--- src/rtl/ps2_pkg.sv ---
// Shared PS/2 host-side constants, state encoding and parity helper.
// Pure definitions: no latency, no flow control.
package ps2_pkg;

    localparam logic [7:0] CMD_SET_LED = 8'hED;
    localparam logic [7:0] CMD_RESET   = 8'hFF;
    localparam logic [7:0] CMD_ENABLE  = 8'hF4;
    localparam logic [7:0] ACK_CODE    = 8'hFA;

    localparam logic [1:0] ERR_RTS  = 2'd1;
    localparam logic [1:0] ERR_BIT  = 2'd2;
    localparam logic [1:0] ERR_NACK = 2'd3;

    typedef enum logic [2:0] {
        IDLE,
        INHIBIT,
        RTS,
        DATA,
        PARITY,
        STOP,
        ACK,
        WAIT_IDLE
    } state_t;

    function automatic logic odd_parity(input logic [7:0] b);
        return ~^b;
    endfunction

endpackage

--- src/rtl/ps2_line_filter.sv ---
// Synchroniser/debounce for one PS/2 line plus falling-edge strobe; output lags the pad by
// FILTER_LEN+1 cycles, no backpressure.
module ps2_line_filter #(
    parameter int FILTER_LEN = 8
) (
    input  logic clk_i,
    input  logic rst_n_i,
    input  logic line_i,
    output logic line_o,
    output logic fe_o
);

    logic [FILTER_LEN-1:0] sh_q;
    logic                  filt_q;
    logic                  prev_q;

    // Filtered level only moves once the whole window agrees.
    always_ff @(posedge clk_i) begin
        if (!rst_n_i) begin
            sh_q   <= '1;
            filt_q <= 1'b1;
            prev_q <= 1'b1;
        end else begin
            sh_q   <= {sh_q[FILTER_LEN-2:0], line_i};
            prev_q <= filt_q;
            if (&sh_q) begin
                filt_q <= 1'b1;
            end else if (~|sh_q) begin
                filt_q <= 1'b0;
            end
        end
    end

    assign line_o = filt_q;
    assign fe_o   = prev_q & ~filt_q;

endmodule

--- src/rtl/ps2_host_tx.sv ---
// PS/2 host-to-device byte transmitter; PS2_TX_RETRY_EN adds one silent retry per byte.
// Line activity starts the cycle after accept; tx_ready low while busy, extra tx_valid ignored.
module ps2_host_tx
    import ps2_pkg::*;
#(
    parameter int INHIBIT_CYCLES     = 10000,
    parameter int RTS_TIMEOUT_CYCLES = 1500000,
    parameter int BIT_TIMEOUT_CYCLES = 200000,
    parameter int FILTER_LEN         = 8
) (
    input  logic       clk,
    input  logic       rst_n,
    input  logic       tx_valid,
    input  logic [7:0] tx_data,
    output logic       tx_ready,
    input  logic       ps2_clk_in,
    input  logic       ps2_data_in,
    output logic       ps2_clk_oe,
    output logic       ps2_data_oe,
    output logic       tx_busy,
    output logic       tx_done,
    output logic       tx_error,
    output logic [1:0] err_code
);

    localparam int CNT_MAX0 = (RTS_TIMEOUT_CYCLES > BIT_TIMEOUT_CYCLES) ? RTS_TIMEOUT_CYCLES
                                                                       : BIT_TIMEOUT_CYCLES;
    localparam int CNT_MAX  = (CNT_MAX0 > INHIBIT_CYCLES) ? CNT_MAX0 : INHIBIT_CYCLES;
    localparam int CNT_W    = $clog2(CNT_MAX + 1);

    localparam logic [CNT_W-1:0] INH_LAST = CNT_W'(INHIBIT_CYCLES - 1);
    localparam logic [CNT_W-1:0] INH_PRE  = CNT_W'(INHIBIT_CYCLES - 2);
    localparam logic [CNT_W-1:0] RTS_LAST = CNT_W'(RTS_TIMEOUT_CYCLES - 1);
    localparam logic [CNT_W-1:0] BIT_LAST = CNT_W'(BIT_TIMEOUT_CYCLES - 1);

    state_t           state_q;
    logic [7:0]       data_q;
    logic             par_q;
    logic [3:0]       idx_q;
    logic [CNT_W-1:0] cnt_q;
    logic             clk_oe_q;
    logic             data_oe_q;
    logic             ready_q;
    logic             done_q;
    logic             error_q;
    logic [1:0]       err_code_q;
`ifdef PS2_TX_RETRY_EN
    logic             retry_q;
`endif

    logic clk_filt;
    logic clk_fe;
    logic data_filt;
    logic data_fe_unused;
    logic accept;
    logic fail;
    logic [1:0] fail_code;

    ps2_line_filter #(.FILTER_LEN(FILTER_LEN)) u_clk_filt (
        .clk_i   (clk),
        .rst_n_i (rst_n),
        .line_i  (ps2_clk_in),
        .line_o  (clk_filt),
        .fe_o    (clk_fe)
    );

    ps2_line_filter #(.FILTER_LEN(FILTER_LEN)) u_data_filt (
        .clk_i   (clk),
        .rst_n_i (rst_n),
        .line_i  (ps2_data_in),
        .line_o  (data_filt),
        .fe_o    (data_fe_unused)
    );

    assign accept = tx_valid & ready_q & (state_q == IDLE);

    // A device edge in the same cycle as an expiring count always wins.
    always_comb begin
        fail      = 1'b0;
        fail_code = ERR_RTS;
        case (state_q)
            RTS: begin
                if (!clk_fe && cnt_q == RTS_LAST) begin
                    fail = 1'b1;
                end
            end
            DATA, PARITY, STOP: begin
                if (!clk_fe && cnt_q == BIT_LAST) begin
                    fail      = 1'b1;
                    fail_code = ERR_BIT;
                end
            end
            ACK: begin
                if (data_filt) begin
                    fail      = 1'b1;
                    fail_code = ERR_NACK;
                end else if (!clk_fe && cnt_q == BIT_LAST) begin
                    fail      = 1'b1;
                    fail_code = ERR_BIT;
                end
            end
            WAIT_IDLE: begin
                if (!(clk_filt && data_filt) && !clk_fe && cnt_q == BIT_LAST) begin
                    fail      = 1'b1;
                    fail_code = ERR_BIT;
                end
            end
            default: ;
        endcase
    end

    always_ff @(posedge clk) begin
        if (!rst_n) begin
            state_q    <= IDLE;
            data_q     <= '0;
            par_q      <= 1'b0;
            idx_q      <= '0;
            cnt_q      <= '0;
            clk_oe_q   <= 1'b0;
            data_oe_q  <= 1'b0;
            ready_q    <= 1'b0;
            done_q     <= 1'b0;
            error_q    <= 1'b0;
            err_code_q <= '0;
`ifdef PS2_TX_RETRY_EN
            retry_q    <= 1'b0;
`endif
        end else begin
            done_q  <= 1'b0;
            error_q <= 1'b0;
            ready_q <= (state_q == IDLE) && !accept;
            cnt_q   <= cnt_q + 1'b1;
            case (state_q)
                IDLE: begin
                    cnt_q <= '0;
                    if (accept) begin
                        data_q    <= tx_data;
                        par_q     <= odd_parity(tx_data);
                        idx_q     <= '0;
                        clk_oe_q  <= 1'b1;
                        data_oe_q <= 1'b0;
                        state_q   <= INHIBIT;
`ifdef PS2_TX_RETRY_EN
                        retry_q   <= 1'b0;
`endif
                    end
                end
                INHIBIT: begin
                    // Start bit goes low during the final inhibit cycle.
                    if (cnt_q == INH_LAST) begin
                        clk_oe_q <= 1'b0;
                        cnt_q    <= '0;
                        state_q  <= RTS;
                    end else if (cnt_q == INH_PRE) begin
                        data_oe_q <= 1'b1;
                    end
                end
                RTS: begin
                    if (clk_fe) begin
                        data_oe_q <= ~data_q[0];
                        idx_q     <= 4'd1;
                        cnt_q     <= '0;
                        state_q   <= DATA;
                    end
                end
                DATA: begin
                    if (clk_fe) begin
                        cnt_q <= '0;
                        if (idx_q == 4'd8) begin
                            data_oe_q <= ~par_q;
                            state_q   <= PARITY;
                        end else begin
                            data_oe_q <= ~data_q[idx_q[2:0]];
                            idx_q     <= idx_q + 4'd1;
                        end
                    end
                end
                PARITY: begin
                    if (clk_fe) begin
                        cnt_q     <= '0;
                        data_oe_q <= 1'b0;
                        state_q   <= STOP;
                    end
                end
                STOP: begin
                    if (clk_fe) begin
                        cnt_q   <= '0;
                        state_q <= ACK;
                    end
                end
                ACK: begin
                    if (clk_fe) begin
                        cnt_q <= '0;
                    end
                    if (!data_filt) begin
                        state_q <= WAIT_IDLE;
                    end
                end
                WAIT_IDLE: begin
                    if (clk_fe) begin
                        cnt_q <= '0;
                    end
                    if (clk_filt && data_filt) begin
                        done_q  <= 1'b1;
                        state_q <= IDLE;
                    end
                end
                default: state_q <= IDLE;
            endcase

            if (fail) begin
                clk_oe_q  <= 1'b0;
                data_oe_q <= 1'b0;
                cnt_q     <= '0;
`ifdef PS2_TX_RETRY_EN
                if (!retry_q) begin
                    retry_q  <= 1'b1;
                    clk_oe_q <= 1'b1;
                    idx_q    <= '0;
                    state_q  <= INHIBIT;
                end else begin
                    error_q    <= 1'b1;
                    err_code_q <= fail_code;
                    state_q    <= IDLE;
                end
`else
                error_q    <= 1'b1;
                err_code_q <= fail_code;
                state_q    <= IDLE;
`endif
            end
        end
    end

    assign tx_ready    = ready_q;
    assign tx_busy     = (state_q != IDLE);
    assign ps2_clk_oe  = clk_oe_q;
    assign ps2_data_oe = data_oe_q;
    assign tx_done     = done_q;
    assign tx_error    = error_q;
    assign err_code    = err_code_q;

endmodule

--- config.mk ---
export PLATFORM = sky130hd
export DESIGN_NAME = ps2_host_tx
export DESIGN_NICKNAME = d
export VERILOG_FILES = /design/src/rtl/ps2_pkg.sv /design/src/rtl/ps2_line_filter.sv /design/src/rtl/ps2_host_tx.sv
export SDC_FILE = /design/constraint.sdc
export NUM_CORES = 1
export LEC_CHECK = 0
export ABC_AREA = 1
export CORE_MARGIN = 5
export CORE_UTILIZATION = 59
export DETAILED_ROUTE_END_ITERATION = 8
export HOLD_SLACK_MARGIN = 0.15
export MAX_ROUTING_LAYER = met4
export PLACE_DENSITY = 0.81
export SYNTH_ARGS = -nofsm -noshare
export SYNTH_HDL_FRONTEND = slang
export SYNTH_SLANG_ARGS = --single-unit
--- constraint.sdc ---
create_clock -name clk -period 2.3 [get_ports clk]
set_input_delay 0.575 -clock clk [delete_from_list [all_inputs] [get_ports clk]]
set_output_delay 0.575 -clock clk [all_outputs]
set_load 0.02 [all_outputs]
==> run_results.csv <==
group,metric,value,unit
yosys,syn_area_per_cell,7.27,µm²
floorplan,initial_utilization,0.618,
cts,clock_insertion_delay_worst_skew,330,ps
yosys,mappedNetlistArea,3210,µm²
final_layout,most-common-layout-cells,"sky130_fd_sc_hd__nand2_1, sky130_fd_sc_hd__nor2_1, sky130_fd_sc_hd__dfxtp_1",
pwr,power_report.internal_total,2000,µW
sta,slew_headroom,0.726,
grt,gr-usage-all-layers,0.203,
sta,fin_setup_tns,0,ps
final_layout,design.final.nets,492,
placement,dpl.hpwl,4.88,mm
pwr,power_frac_seq,0.414,
yosys,ys_warn_count,0,
yosys,synth_seq_area_share,0.392,
placement,placement.io_buffers,20,
detailed_routing,vias,2829,
pwr,combinational_share_of_power,0.281,
setup_path,crit_slowest_cell,"sky130_fd_sc_hd__dfxtp_1",
sta,maxSlewViolCount,0,
detailed_routing,wl_per_cell,12.0,µm
detailed_routing,routed_wl,6.53,mm
setup_path,worst-endpoint-required,1730,ps
setup_path,worst_path_largest_cell_delay,400,ps
cts,number_of_buffers_added_by_the_clock_tree_synthesis_step,9,
setup_path,start_kind,"register",
detailed_routing,dr.first_iter.drc_count,202,
cts,ctsHtreeMaxLevel,3,
floorplan,die_height,83.8,µm
floorplan,die_w,83.8,µm
worst_hold_path,hold_path_depth,1,
sta,rsz_0062_raised_after_global_routing,"no",
setup_path,worst_ep_arrival_time,1590,ps
placement,place.gp.congestion,0.903,
pwr,p_clk_frac,0.305,
pwr,power.density,823,nW/µm²
sta,tightestPinTransition,410,ps
detailed_routing,antenna_left,0,
cts,cts-hold-fix-buffers,0,
setup_path,buffers_inverters_on_critical_path,4,
cts,tritoncts_num_sinks,63,
cts,clock-root-buffer,"sky130_fd_sc_hd__clkbuf_8",
sta,report.final.setup_viol,0,
sta,hold_viol,0,
cts,cts_post_setup_buffers_inserted,0,
setup_path,worst-setup-path-type,"reg2out",
floorplan,top_level_ports,21,
final_layout,multi_input_comb_area,1710,µm²
pwr,p_total,3030,µW
final_layout,final_common_cell,"sky130_fd_sc_hd__nand2_1",
floorplan,design.die.area,7020,µm²
grt,grt_antenna_before_repair,0,
floorplan,num_rows,26,
pwr,ir_drop,0.000519,V
sta,ratio_of_final_minimum_period_to_clock_period,0.940,
final_layout,num-fill-cells,437,
final_layout,signed_area_change_from_the_synthesized_netlist_to_the_final_layout,14.4,%
yosys,postSynth.topFlopCell,"sky130_fd_sc_hd__dfxtp_1",
pwr,swShare,0.341,
yosys,synthArstFlopShare,0,
setup_path,critical_path.max_fanout,5,
flow_run,max_cap_violations,0,
sta,min_period,2160,ps
pwr,power_switching,1030,µW
yosys,synth_enable_flop_cells,0,
setup_path,timing.critical_path.to_type,"primary output",
sta,clock_skew,8.41,ps
floorplan,core,5200,µm²
yosys,post_synth_num_cell_types,34,
sta,highest_clock_frequency_the_design_can_meet,462,MHz
grt,maximum_number_of_pins_on_one_net_before_global_route_repair,28,
grt,globalRouteOverflowTotal,0,
pwr,leakage_power_total,0.00156,µW
yosys,mappedNetlistNets,463,
setup_path,cp_common_cell,"sky130_fd_sc_hd__inv_1",
detailed_routing,drt-vias-per-instance,5.20,
final_layout,seqCellArea,1260,µm²
final_layout,antenna_cells_inserted,0,
final_layout,layout-drive-gt1-share,0.112,
grt,grt_first_pass_wirelength,11.4,mm
yosys,yosys_register_bits,63,
detailed_routing,remaining_drc_errors,0,
cts,clk_pin_slew_worst_paths,60,ps
yosys,postSynthCellCount,442,
grt,grt_pass1_vias,2596,
setup_path,worst-path-stages,6,
run_status,run_status,"completed",
setup_path,worst_r2r_path_depth,8,
setup_path,timing.critical_path.cells,"inv_1 > ha_1 > inv_1 > nor2_2 > inv_1 > clkdlybuf4s15_1",
setup_path,cpLargestDelayFamily,"buffers and inverters",
detailed_routing,first_pass_iters,4,
cts,clk_path_buf_depth,2,
worst_hold_path,worstHoldPathType,"reg2reg",
cts,tritoncts,"yes",
==> worst register-to-register path: cells and delay by family (launching register included) <==
kind | cells | cell delay (ps)
AOI/OAI and AO/OA | 1 | 300
adders and majority gates | 1 | 260
buffers and inverters | 1 | 90
DFF | 1 | 400
and+or+nand+nor | 5 | 860
==> area by class of cell <==
type	instances	area share
multi-input combinational	320	0.465
sequential	63	0.343
timing repair buffer	25	0.0646
inverter	52	0.0531
clock buffer	10	0.0374
tap	70	0.0238
clock inverter	4	0.0129
==> flip-flops by register name, summed over array words and instances (netlist names) <==
name                count
cnt_q                  21
data_q                  8
u_clk_filt.sh_q         8
u_data_filt.sh_q        8
idx_q                   4
state_q                 3
err_code                2
par_q                   1
ps2_clk_oe              1
ps2_data_oe             1
tx_done                 1
tx_error                1
tx_ready                1
u_clk_filt.line_o       1
u_clk_filt.prev_q       1
u_data_filt.line_o      1
==> cell usage after synthesis (5+ instances only) <==
master                     instances  area, µm²
sky130_fd_sc_hd__nor2_1           66        248
sky130_fd_sc_hd__nor2_2            5       31.3
sky130_fd_sc_hd__xnor2_1           7       61.3
sky130_fd_sc_hd__or2_2             7       43.8
sky130_fd_sc_hd__xor2_1           14        123
sky130_fd_sc_hd__nand4_1          11       68.8
sky130_fd_sc_hd__a21oi_1          10       50.1
sky130_fd_sc_hd__ha_1              8        100
sky130_fd_sc_hd__dfxtp_1          63       1260
sky130_fd_sc_hd__inv_1            51        191
sky130_fd_sc_hd__nand3_1          37        185
sky130_fd_sc_hd__clkbuf_1          5       18.8
sky130_fd_sc_hd__nor3_1            5       25.0
sky130_fd_sc_hd__o21ai_0          18       90.1
sky130_fd_sc_hd__nor2_4           12        135
sky130_fd_sc_hd__nand2_1          97        364
==> routing by layer <==
layer | global-route usage | vias up | wire [µm]
met5 | - | - | 0
met4 | 0.0789 | 0 | 156
met3 | 0.0612 | 14 | 388
met2 | 0.302 | 78 | 2970
met1 | 0.258 | 1272 | 3020
li1 | - | 1465 | -
==> through the flow <==
stage	utilization	std cells	hold slack (ps)	setup slack, ps	cell area [µm²]
detailed placement	0.670	530	426	189	3490
global placement	0.670	530	424	241	3490
floorplan	-	442	410	579	3210
CTS	0.706	544	445	99.2	3670
global route	0.707	544	473	17.8	3680
finish	0.707	544	445	138	3680
==> power groups by stage <==
| stage | Combinational, µW | Clock (µW) | Sequential, µW |
|---|---|---|---|
| 5_1_grt | 966 | 995 | 1270 |
| 3_5_place_dp | 845 | 0 | 1280 |
| 2_1_floorplan | 610 | 0 | 1280 |
| 6_report | 851 | 922 | 1250 |
| 3_3_place_gp | 825 | 0 | 1270 |
| 4_1_cts | 844 | 936 | 1250 |
==> cells by family after synthesis <==
kind of cell	after synthesis	synth area share
adder cells (fa/ha/maj)	8	0.0311
XOR/XNOR	21	0.0572
AND/OR/NAND/NOR	254	0.380
AO/OA/AOI/OAI	37	0.0635
buffers and inverters	59	0.0763
flip-flops	63	0.392
==> what timing repair did <==
item,in CTS,in global routing
resized for setup,1,3
endpoints found under the hold margin,0,0
setup endpoints to repair,1,1
==> worst paths after layout <==
| kind | start | to | slack [ps] |
|---|---|---|---|
| hold / removal | u_data_filt.sh_q[5] | u_data_filt.sh_q[6] | 440 |
| setup / recovery | state_q[0] | tx_busy | 140 |
| setup reg to reg | state_q[0] | cnt_q[2] | 270 |
| hold reg to reg | u_data_filt.sh_q[5] | u_data_filt.sh_q[6] | 440 |
Power figures use the tool's default switching activity.
